<file path="src/rtl/branch_pkg.sv">
// Shared branch definitions: RV32 conditional-branch funct3 encodings,
// branch-condition evaluation and the saturating-counter step used by the BHT.
package branch_pkg;

  typedef enum logic [2:0] {
    F3_BEQ  = 3'b000,
    F3_BNE  = 3'b001,
    F3_BLT  = 3'b100,
    F3_BGE  = 3'b101,
    F3_BLTU = 3'b110,
    F3_BGEU = 3'b111
  } br_f3_e;

  // Operand width seen by br_taken; callers sign-extend narrower operands.
  // Sign extension preserves both signed and unsigned ordering, so one
  // fixed-width comparator serves every XLEN up to this width.
  localparam int unsigned BR_OPW   = 64;
  // Widest counter the saturating helper handles.
  localparam int unsigned CTR_MAXW = 8;

  // 010 and 011 are not branches; everything else is.
  function automatic logic br_legal(input logic [2:0] f3);
    return f3[2] | ~f3[1];
  endfunction

  function automatic logic br_taken(input logic [2:0] f3,
                                    input logic [BR_OPW-1:0] a,
                                    input logic [BR_OPW-1:0] b);
    logic t;
    t = 1'b0;
    case (f3)
      F3_BEQ:  t = (a == b);
      F3_BNE:  t = (a != b);
      F3_BLT:  t = ($signed(a) <  $signed(b));
      F3_BGE:  t = ($signed(a) >= $signed(b));
      F3_BLTU: t = (a <  b);
      F3_BGEU: t = (a >= b);
      default: t = 1'b0;
    endcase
    return t;
  endfunction

  // One step of a saturating up/down counter bounded by [0, cmax].
  function automatic logic [CTR_MAXW-1:0] ctr_sat(input logic [CTR_MAXW-1:0] c,
                                                  input logic                up,
                                                  input logic [CTR_MAXW-1:0] cmax);
    if (up) return (c == cmax) ? c : c + 1'b1;
    else    return (c == '0)   ? c : c - 1'b1;
  endfunction

endpackage

</file>
<file path="src/rtl/bht_table.sv">
// Direct-mapped table of saturating counters: combinational read of the
// counter MSB, single write port that steps one counter toward the outcome.
module bht_table
  import branch_pkg::*;
#(
  parameter int unsigned ENTRIES  = 16,
  parameter int unsigned CTR_BITS = 2,
  parameter int unsigned CTR_INIT = 1,
  localparam int unsigned IDX_W   = $clog2(ENTRIES)
) (
  input  logic             clk_i,
  input  logic             rst_i,
  input  logic [IDX_W-1:0] rd_idx_i,
  output logic             rd_taken_o,
  input  logic             wr_en_i,
  input  logic [IDX_W-1:0] wr_idx_i,
  input  logic             wr_taken_i
);

  localparam logic [CTR_BITS-1:0] CMAX = '1;
  localparam logic [CTR_BITS-1:0] INIT = CTR_BITS'(CTR_INIT);

  logic [CTR_BITS-1:0] r_tab [ENTRIES];

  // Read returns the stored value; a same-cycle write is not bypassed.
  assign rd_taken_o = r_tab[rd_idx_i][CTR_BITS-1];

  // Reset all counters, otherwise step the addressed counter on a resolve.
  always_ff @(posedge clk_i) begin
    if (rst_i) begin
      for (int unsigned i = 0; i < ENTRIES; i++) r_tab[i] <= INIT;
    end else if (wr_en_i) begin
      r_tab[wr_idx_i] <= CTR_BITS'(ctr_sat(CTR_MAXW'(r_tab[wr_idx_i]), wr_taken_i,
                                           CTR_MAXW'(CMAX)));
    end
  end

endmodule

</file>
<file path="src/rtl/branch_predict_unit.sv">
// Branch unit: BHT-based prediction in ID, branch resolution and mispredict
// flush/redirect in EX. Define BRANCH_STATS_EN to add saturating branch and
// mispredict counters.
module branch_predict_unit
  import branch_pkg::*;
#(
  parameter int unsigned XLEN        = 32,
  parameter int unsigned BHT_ENTRIES = 16,
  parameter int unsigned CTR_BITS    = 2,
  parameter int unsigned CTR_INIT    = 1
) (
  input  logic            clk_i,
  input  logic            rst_i,
  input  logic            id_branch_i,
  input  logic [XLEN-1:0] id_pc_i,
  input  logic [XLEN-1:0] id_imm_i,
  output logic            id_pred_taken_o,
  output logic [XLEN-1:0] id_target_o,
  input  logic            ex_valid_i,
  input  logic            ex_branch_i,
  input  logic [XLEN-1:0] ex_pc_i,
  input  logic [2:0]      ex_funct3_i,
  input  logic [XLEN-1:0] ex_rs1_i,
  input  logic [XLEN-1:0] ex_rs2_i,
  input  logic            ex_pred_taken_i,
  input  logic [XLEN-1:0] ex_target_i,
  output logic            flush_o,
  output logic [XLEN-1:0] redirect_pc_o
`ifdef BRANCH_STATS_EN
  ,
  output logic [31:0]     branch_cnt_o,
  output logic [31:0]     mispredict_cnt_o
`endif
);

  localparam int unsigned IDX_W = $clog2(BHT_ENTRIES);

  logic                     w_rd_taken;
  logic                     w_resolve;
  logic                     w_legal;
  logic                     w_taken;
  logic                     w_mispredict;
  logic signed [BR_OPW-1:0] w_rs1_x;
  logic signed [BR_OPW-1:0] w_rs2_x;

  bht_table #(
    .ENTRIES  (BHT_ENTRIES),
    .CTR_BITS (CTR_BITS),
    .CTR_INIT (CTR_INIT)
  ) u_bht (
    .clk_i      (clk_i),
    .rst_i      (rst_i),
    .rd_idx_i   (id_pc_i[IDX_W+1:2]),
    .rd_taken_o (w_rd_taken),
    .wr_en_i    (w_resolve & w_legal),
    .wr_idx_i   (ex_pc_i[IDX_W+1:2]),
    .wr_taken_i (w_taken)
  );

  assign id_pred_taken_o = id_branch_i & w_rd_taken;
  assign id_target_o     = id_pc_i + (id_imm_i << 1);

  assign w_rs1_x      = BR_OPW'($signed(ex_rs1_i));
  assign w_rs2_x      = BR_OPW'($signed(ex_rs2_i));
  assign w_resolve    = ex_valid_i & ex_branch_i;
  assign w_legal      = br_legal(ex_funct3_i);
  assign w_taken      = br_taken(ex_funct3_i, w_rs1_x, w_rs2_x);
  assign w_mispredict = w_resolve & (w_taken != ex_pred_taken_i);
  assign flush_o      = w_mispredict;

  // Corrected PC on a mispredict, zero otherwise.
  always_comb begin
    redirect_pc_o = '0;
    if (w_mispredict) redirect_pc_o = w_taken ? ex_target_i : ex_pc_i + XLEN'(4);
  end

`ifdef BRANCH_STATS_EN
  logic [31:0] r_branch_cnt;
  logic [31:0] r_mispredict_cnt;

  // Saturating counts of resolved branches and of mispredicts.
  always_ff @(posedge clk_i) begin
    if (rst_i) begin
      r_branch_cnt     <= '0;
      r_mispredict_cnt <= '0;
    end else begin
      if (w_resolve && r_branch_cnt != '1)        r_branch_cnt     <= r_branch_cnt + 1'b1;
      if (w_mispredict && r_mispredict_cnt != '1) r_mispredict_cnt <= r_mispredict_cnt + 1'b1;
    end
  end

  assign branch_cnt_o     = r_branch_cnt;
  assign mispredict_cnt_o = r_mispredict_cnt;
`endif

endmodule

</file>
<file path="config.mk">
export PLATFORM = sky130hd
export DESIGN_NAME = branch_predict_unit
export DESIGN_NICKNAME = d
export VERILOG_FILES = /design/src/rtl/branch_pkg.sv /design/src/rtl/bht_table.sv /design/src/rtl/branch_predict_unit.sv
export SDC_FILE = /design/constraint.sdc
export NUM_CORES = 1
export LEC_CHECK = 0
export ABC_CLOCK_PERIOD_IN_PS = 10900
export CAP_MARGIN = 20
export CORE_UTILIZATION = 39
export CTS_BUF_LIST = sky130_fd_sc_hd__clkbuf_4 sky130_fd_sc_hd__clkbuf_8
export CTS_CLUSTER_DIAMETER = 120
export CTS_CLUSTER_SIZE = 30
export DETAILED_ROUTE_END_ITERATION = 10
export GPL_TIMING_DRIVEN = 1
export HOLD_SLACK_MARGIN = 0.03
export PLACE_DENSITY_LB_ADDON = 0.25
export SYNTH_ARGS = -nofsm -noshare
export SYNTH_HDL_FRONTEND = slang
export SYNTH_HIERARCHICAL = 1
export SYNTH_SLANG_ARGS = --single-unit
</file>
<file path="constraint.sdc">
create_clock -name clk_i -period 10.9 [get_ports clk_i]
set_input_delay 1.09 -clock clk_i [delete_from_list [all_inputs] [get_ports clk_i]]
set_output_delay 1.09 -clock clk_i [all_outputs]
set_load 0.005 [all_outputs]
</file>
## Word-level counts from Yosys, hierarchy flattened

Memory sizes are Yosys's and may differ from the RTL's.
Cells that the tools add are included.

- Output and inout bits: 66
- Memories: 1
- Register bits: 0
- Bits of input ports: 201
- Memory bits (writable): 32

- Bitwise operators: 6
- Reductions and logical operators: 3
- Add/sub/neg operators: 4
- Equality and inequality tests: 9
- Mux-type cells: 16
- Magnitude comparators: 4

Memory list:

| name | words | bits a word | rd ports | clocked after Yosys merged registers in | write ports | RTL line | text |
|---|---|---|---|---|---|---|---|
| u_bht.r_tab | 16 | 2 | 2 | 0 | 16 | bht_table.sv:23 | `logic [CTR_BITS-1:0] r_tab [ENTRIES];` |

Operators with widths:

| kind | number |
|---|---|
| 64-bit equality test | 1 |
| 64-bit greater-or-equal comparator | 1 |
| 64-bit < comparator | 1 |
| 32-bit two-way mux | 2 |
| 64-bit != test | 1 |
| 32-bit by 3-bit adder with 32-bit output (second input constant) | 1 |
| 32-bit adder | 1 |
| 32-bit greater-or-equal comparator | 1 |
| 32-bit < comparator | 1 |
| 3-bit equality test (second input constant) | 4 |
| 2-bit two-way mux | 6 |
| 1-bit two-way mux | 6 |
| 1-bit case mux with 6 select lines | 1 |
| 1-bit AND | 4 |
| 4-bit two-way mux | 1 |
| 3-bit by 1-bit equality test with 1-bit output (second input constant) | 1 |
| 3-bit zero test | 1 |
| 2-bit by 1-bit adder with 2-bit output (second input constant) | 1 |
| 2-bit equality test (second input constant) | 1 |
| 2-bit zero test | 1 |
| 2-bit OR reduction | 1 |
| 2-bit by 1-bit subtractor with 2-bit output (second input constant) | 1 |
| 1-bit != test | 1 |
| 1-bit inverter | 1 |
| 1-bit OR | 1 |

## Logic depth before layout (Yosys ltp)

- Depth in word-level cells: 8
- Depth in mapped cells: 20
- Gate-level depth less buffers: 18

## Modules after synthesis

Netlist, hierarchy kept.

Modules (own cells, without submodules):

| module | times used | seq. area each (um^2) | cells an instance | area each (um^2) |
|---|---|---|---|---|
| branch_predict_unit | 1 | 0.0 | 494 | 3490.8 |
| bht_table | 1 | 960.9 | 147 | 1823.0 |

## Worst setup path after synthesis

OpenSTA, ideal clock, no wires.

- Path kind: input -> output
- Start: in ex_rs2_i[9]
- End: out redirect_pc_o[7]
- Data required time: 9.810 ns
- Arrival: 4.321 ns
- Buffers on the path: 0
- Setup slack: 5.489 ns
- Stages on the path: 17
- Path through: inv_1 > ha_1 > a21o_1 > a21o_1 > a21o_1 > a21o_1 > a21o_1 > a21o_1 > a32oi_1 > nand4b_1 > fa_1 > and3_1 > o21ai_2 > o2111ai_4 > inv_2 > or4b_1 > a21oi_1

- Cells in the longest elaborated chain, start to end: 5
- Elaborated cells on any way between the ends: 11

RTL lines:

| item | RTL line | text |
|---|---|---|
| from (decl) | branch_predict_unit.sv:24 | `input logic [XLEN-1:0] ex_rs2_i,` |
| 64-bit greater-or-equal comparator, or another cell as far along | branch_pkg.sv:37 | `F3_BGEU: t = (a >= b);` |
| 1-bit case mux with 6 select lines (*) | branch_pkg.sv:31 | `case (f3)` |
| 1-bit != test | branch_predict_unit.sv:68 | `assign w_mispredict = w_resolve & (w_taken != ex_pred_taken_i);` |
| 1-bit AND | branch_predict_unit.sv:68 |  |
| 32-bit two-way mux (*) | branch_predict_unit.sv:74 | `if (w_mispredict) redirect_pc_o = w_taken ? ex_target_i : ex_pc_i + XLEN'(4);` |
| to (decl) | branch_predict_unit.sv:28 | `output logic [XLEN-1:0] redirect_pc_o` |

Every way passes the cells marked *; elsewhere a longest branch is shown, timed or not.

## Worst setup path after layout

- Start: in ex_rs2_i[9]
- End: out redirect_pc_o[19]

The elaborated chain is that of the path after synthesis.

==> results.json <==
{
  "grt_ovf": 0,
  "finalSetupViolCount": 0,
  "die-height_um": 119,
  "core_region_area_um2": 13200,
  "yosys.cell_count.top_type": "sky130_fd_sc_hd__ha_1",
  "vias_per_cell": 5.31,
  "synth-seq-cells": 32,
  "total_leakage_power_nw": 3.27,
  "signal_arrival_time_at_the_worst_endpoint_ns": 6.17,
  "synthDominantCellAreaShare_pct": 18.1,
  "synth_edf_count": 32,
  "m1WireLength_um": 7890,
  "count_of_maximum_capacitance_violations": 0,
  "clockRootBuffer": "sky130_fd_sc_hd__clkbuf_8",
  "drive_gt1_share_pct": 4.17,
  "remaining_drc_errors": 0,
  "power.internal_mw": 0.371,
  "dpl.cell_count": 1059,
  "gp_routability_congestion": 0.879,
  "setup_repair_bufs_after_cts": 0,
  "gate_count_after_technology_mapping": 641,
  "portBuffers": 263,
  "switching_share_of_power_pct": 32.5,
  "worst-path-max-fanout": 22,
  "drt_pass1_iterations": 4,
  "netlist-cell-type-count": 68,
  "p_per_area_nw_per_um2": 67.6,
  "cts_num_sinks": 32,
  "synth_nets": 907,
  "antenna_found_initial": 1,
  "timing.setup.tns_ns": 0,
  "met3_length_um": 923,
  "clk_latency_ns": 0.28,
  "clkTransAtPathRegs_ns": 0.06,
  "synthesis.area_um2": 5310,
  "asyncSetResetFlopFracSynth_pct": 0,
  "fp-row-count": 42,
  "worst-endpoint-required_ns": 9.81,
  "design.die.area_um2": 14100,
  "resized_gates_after_cts": 0,
  "rsz0062_at_grt": "false",
  "routed.top_layer": "met5",
  "grt_max_degree": 40,
  "largest-register": "u_bht/r_tab",
  "timing_worst_slew_pin_value_ns": 1.05,
  "cts_buffers": 5,
  "htree_levels": 2,
  "fin_total_pwr_mw": 0.550,
  "combinationalPowerShare_pct": 60.4,
  "start_util_pct": 40.1,
  "timing_hold_violations_final": 0,
  "first_iter_violations": 372,
  "slew-limit-headroom_pct": 29.7,
  "achievable-frequency_ghz": 0.138,
  "hold_ws_ns": 1.23,
  "placed_area_um2": 8060,
  "run_status": "finished clean",
  "clock_power_share_pct": 14.3,
  "boundaryPins": 267,
  "grt.total_usage_pct": 24.4,
  "top_regs": "u_bht/r_tab (32)",
  "worst-setup-path-type": "input port to primary output",
  "synth-seq-area-share_pct": 18.1,
  "holdBufCountCts": 0,
  "antenna_cells": 0,
  "critical_path.endpoint_type": "primary output",
  "post-dp-hpwl_um": 14400,
  "reported_net_switching_power_mw": 0.179,
  "synth_area_leaders": "sky130_fd_sc_hd__edfxtp_1, sky130_fd_sc_hd__ha_1, sky130_fd_sc_hd__xnor2_1",
  "syn_area_per_cell_um2": 8.29,
  "synth_top_cell_by_area": "sky130_fd_sc_hd__edfxtp_1",
  "seq_power_share_pct": 25.3,
  "power.ir.vdd_worst_mv": 0.0662,
  "largest_reg_flops": 32,
  "drv_slew": 0,
  "first_global_vias": 5347,
  "worst_clock_skew_ns": 0.00260,
  "finish.instance_area_um2": 8130,
  "final_antenna_net_count": 0,
  "cts_tree": "done",
  "crit_path_start_kind": "input port",
  "wl_um": 17600,
  "final_routed_wire_length_divided_by_cell_count_um": 16.5,
  "area_growth_syn_to_layout_pct": 53.0,
  "yosysWarningCount": 6,
  "routed-via-count": 5651,
  "floorplan.die.width_um": 119,
  "hold_class": "flop to flop",
  "finish.cell_count_without_fillers": 1064,
  "maximum_clock_insertion_buffer_count": 2,
  "final_stage_net_count": 1156,
  "min_cycle_time_layout_ns": 7.26,
  "synth_commonest_cells": "sky130_fd_sc_hd__ha_1, sky130_fd_sc_hd__inv_1, sky130_fd_sc_hd__nand3_1",
  "wl_met2_um": 8330,
  "finalCritPeriodShare_pct": 66.6,
  "grt_pass1_wl_um": 27400,
  "flip_flop_cell_with_the_highest_count_after_synthesis": "sky130_fd_sc_hd__edfxtp_1"
}
==> final timing paths <==
check | slack (ns) | startpoint | endpoint | cells after the start
min reg2reg | 1.23 | u_bht/r_tab[7][0] | u_bht/r_tab[13][0] | 5
min | 1.23 | u_bht/r_tab[7][0] | u_bht/r_tab[13][0] | 5
max reg2reg | 8.80 | u_bht/r_tab[3][1] | u_bht/r_tab[12][0] | 5
max | 3.64 | ex_rs2_i[9] | redirect_pc_o[19] | 19
==> critical path, stage by stage <==
cell,delay [ns]
sky130_fd_sc_hd__clkdlybuf4s50_1,0.45
sky130_fd_sc_hd__inv_1,0.04
sky130_fd_sc_hd__ha_1,0.30
sky130_fd_sc_hd__a21o_1,0.18
sky130_fd_sc_hd__a21o_1,0.17
sky130_fd_sc_hd__a21o_1,0.16
sky130_fd_sc_hd__a21o_1,0.17
sky130_fd_sc_hd__a21o_1,0.17
sky130_fd_sc_hd__a21o_1,0.17
sky130_fd_sc_hd__a32oi_1,0.19
sky130_fd_sc_hd__nand4b_1,0.13
sky130_fd_sc_hd__fa_1,0.52
sky130_fd_sc_hd__and3_1,0.17
sky130_fd_sc_hd__o21ai_2,0.08
sky130_fd_sc_hd__o2111ai_4,0.27
sky130_fd_sc_hd__inv_2,0.35
sky130_fd_sc_hd__nor3b_2,0.76
sky130_fd_sc_hd__a22o_1,0.25
sky130_fd_sc_hd__clkdlybuf4s50_1,0.53
==> layout make-up <==
type	instances	area, µm²
multi-input cells	531	4010
well taps	176	220
clock buffers	5	68.8
inverters	52	195
fillers	1204	5110
repair buffers	268	2670
flip-flops and latches	32	961
==> cell families (layout without fill, tap and decap cells) <==
kind of cell             after synthesis  count (layout)  synth area share [%]
AO/OA/AOI/OAI                        156             156                  20.5
XOR/XNOR                              54              54                  8.90
adder cells (fa/ha/maj)               67              67                  16.1
buffers and inverters                 78             325                  6.38
flip-flops                            32              32                  18.1
multiplexers                          13              13                  5.86
AND/OR/NAND/NOR                      241             241                  24.1
==> metal layers <==
metal / vias to the layer above / global-route usage (%)
li1: 2863 / -
met3: 29 / 3.86
met2: 162 / 42.0
met4: 2 / 6.88
met1: 2595 / 31.5
met5: - / 0
==> power by group through the flow <==
stage	registers [mW]	clock network [mW]	logic, mW
floorplan	0.141	0	0.163
global placement	0.141	0	0.328
detailed placement	0.142	0	0.331
CTS	0.139	0.0809	0.332
global route	0.139	0.0856	0.361
finish	0.139	0.0788	0.332
==> cells in the final DEF, fill, tap and decap left out, types with 19 or more instances in the layout <==
master / n
sky130_fd_sc_hd__clkdlybuf4s50_1: 263
sky130_fd_sc_hd__ha_1: 63
sky130_fd_sc_hd__inv_1: 50
sky130_fd_sc_hd__nand3_1: 48
sky130_fd_sc_hd__nor2_1: 46
sky130_fd_sc_hd__nand2_1: 45
sky130_fd_sc_hd__a21oi_1: 44
sky130_fd_sc_hd__xnor2_1: 37
sky130_fd_sc_hd__edfxtp_1: 32
sky130_fd_sc_hd__a21o_1: 30
sky130_fd_sc_hd__nand3b_1: 19
==> stage by stage <==
| stage | worst slack [ns] | util, % |
|---|---|---|
| floorplan | 5.49 | - |
| global placement | 3.62 | 60.9 |
| detailed placement | 3.65 | 60.9 |
| CTS | 3.61 | 61.4 |
| global route | 3.30 | 61.4 |
| finish | 3.64 | 61.4 |
No activity file was read; power rests on OpenSTA's default activity.
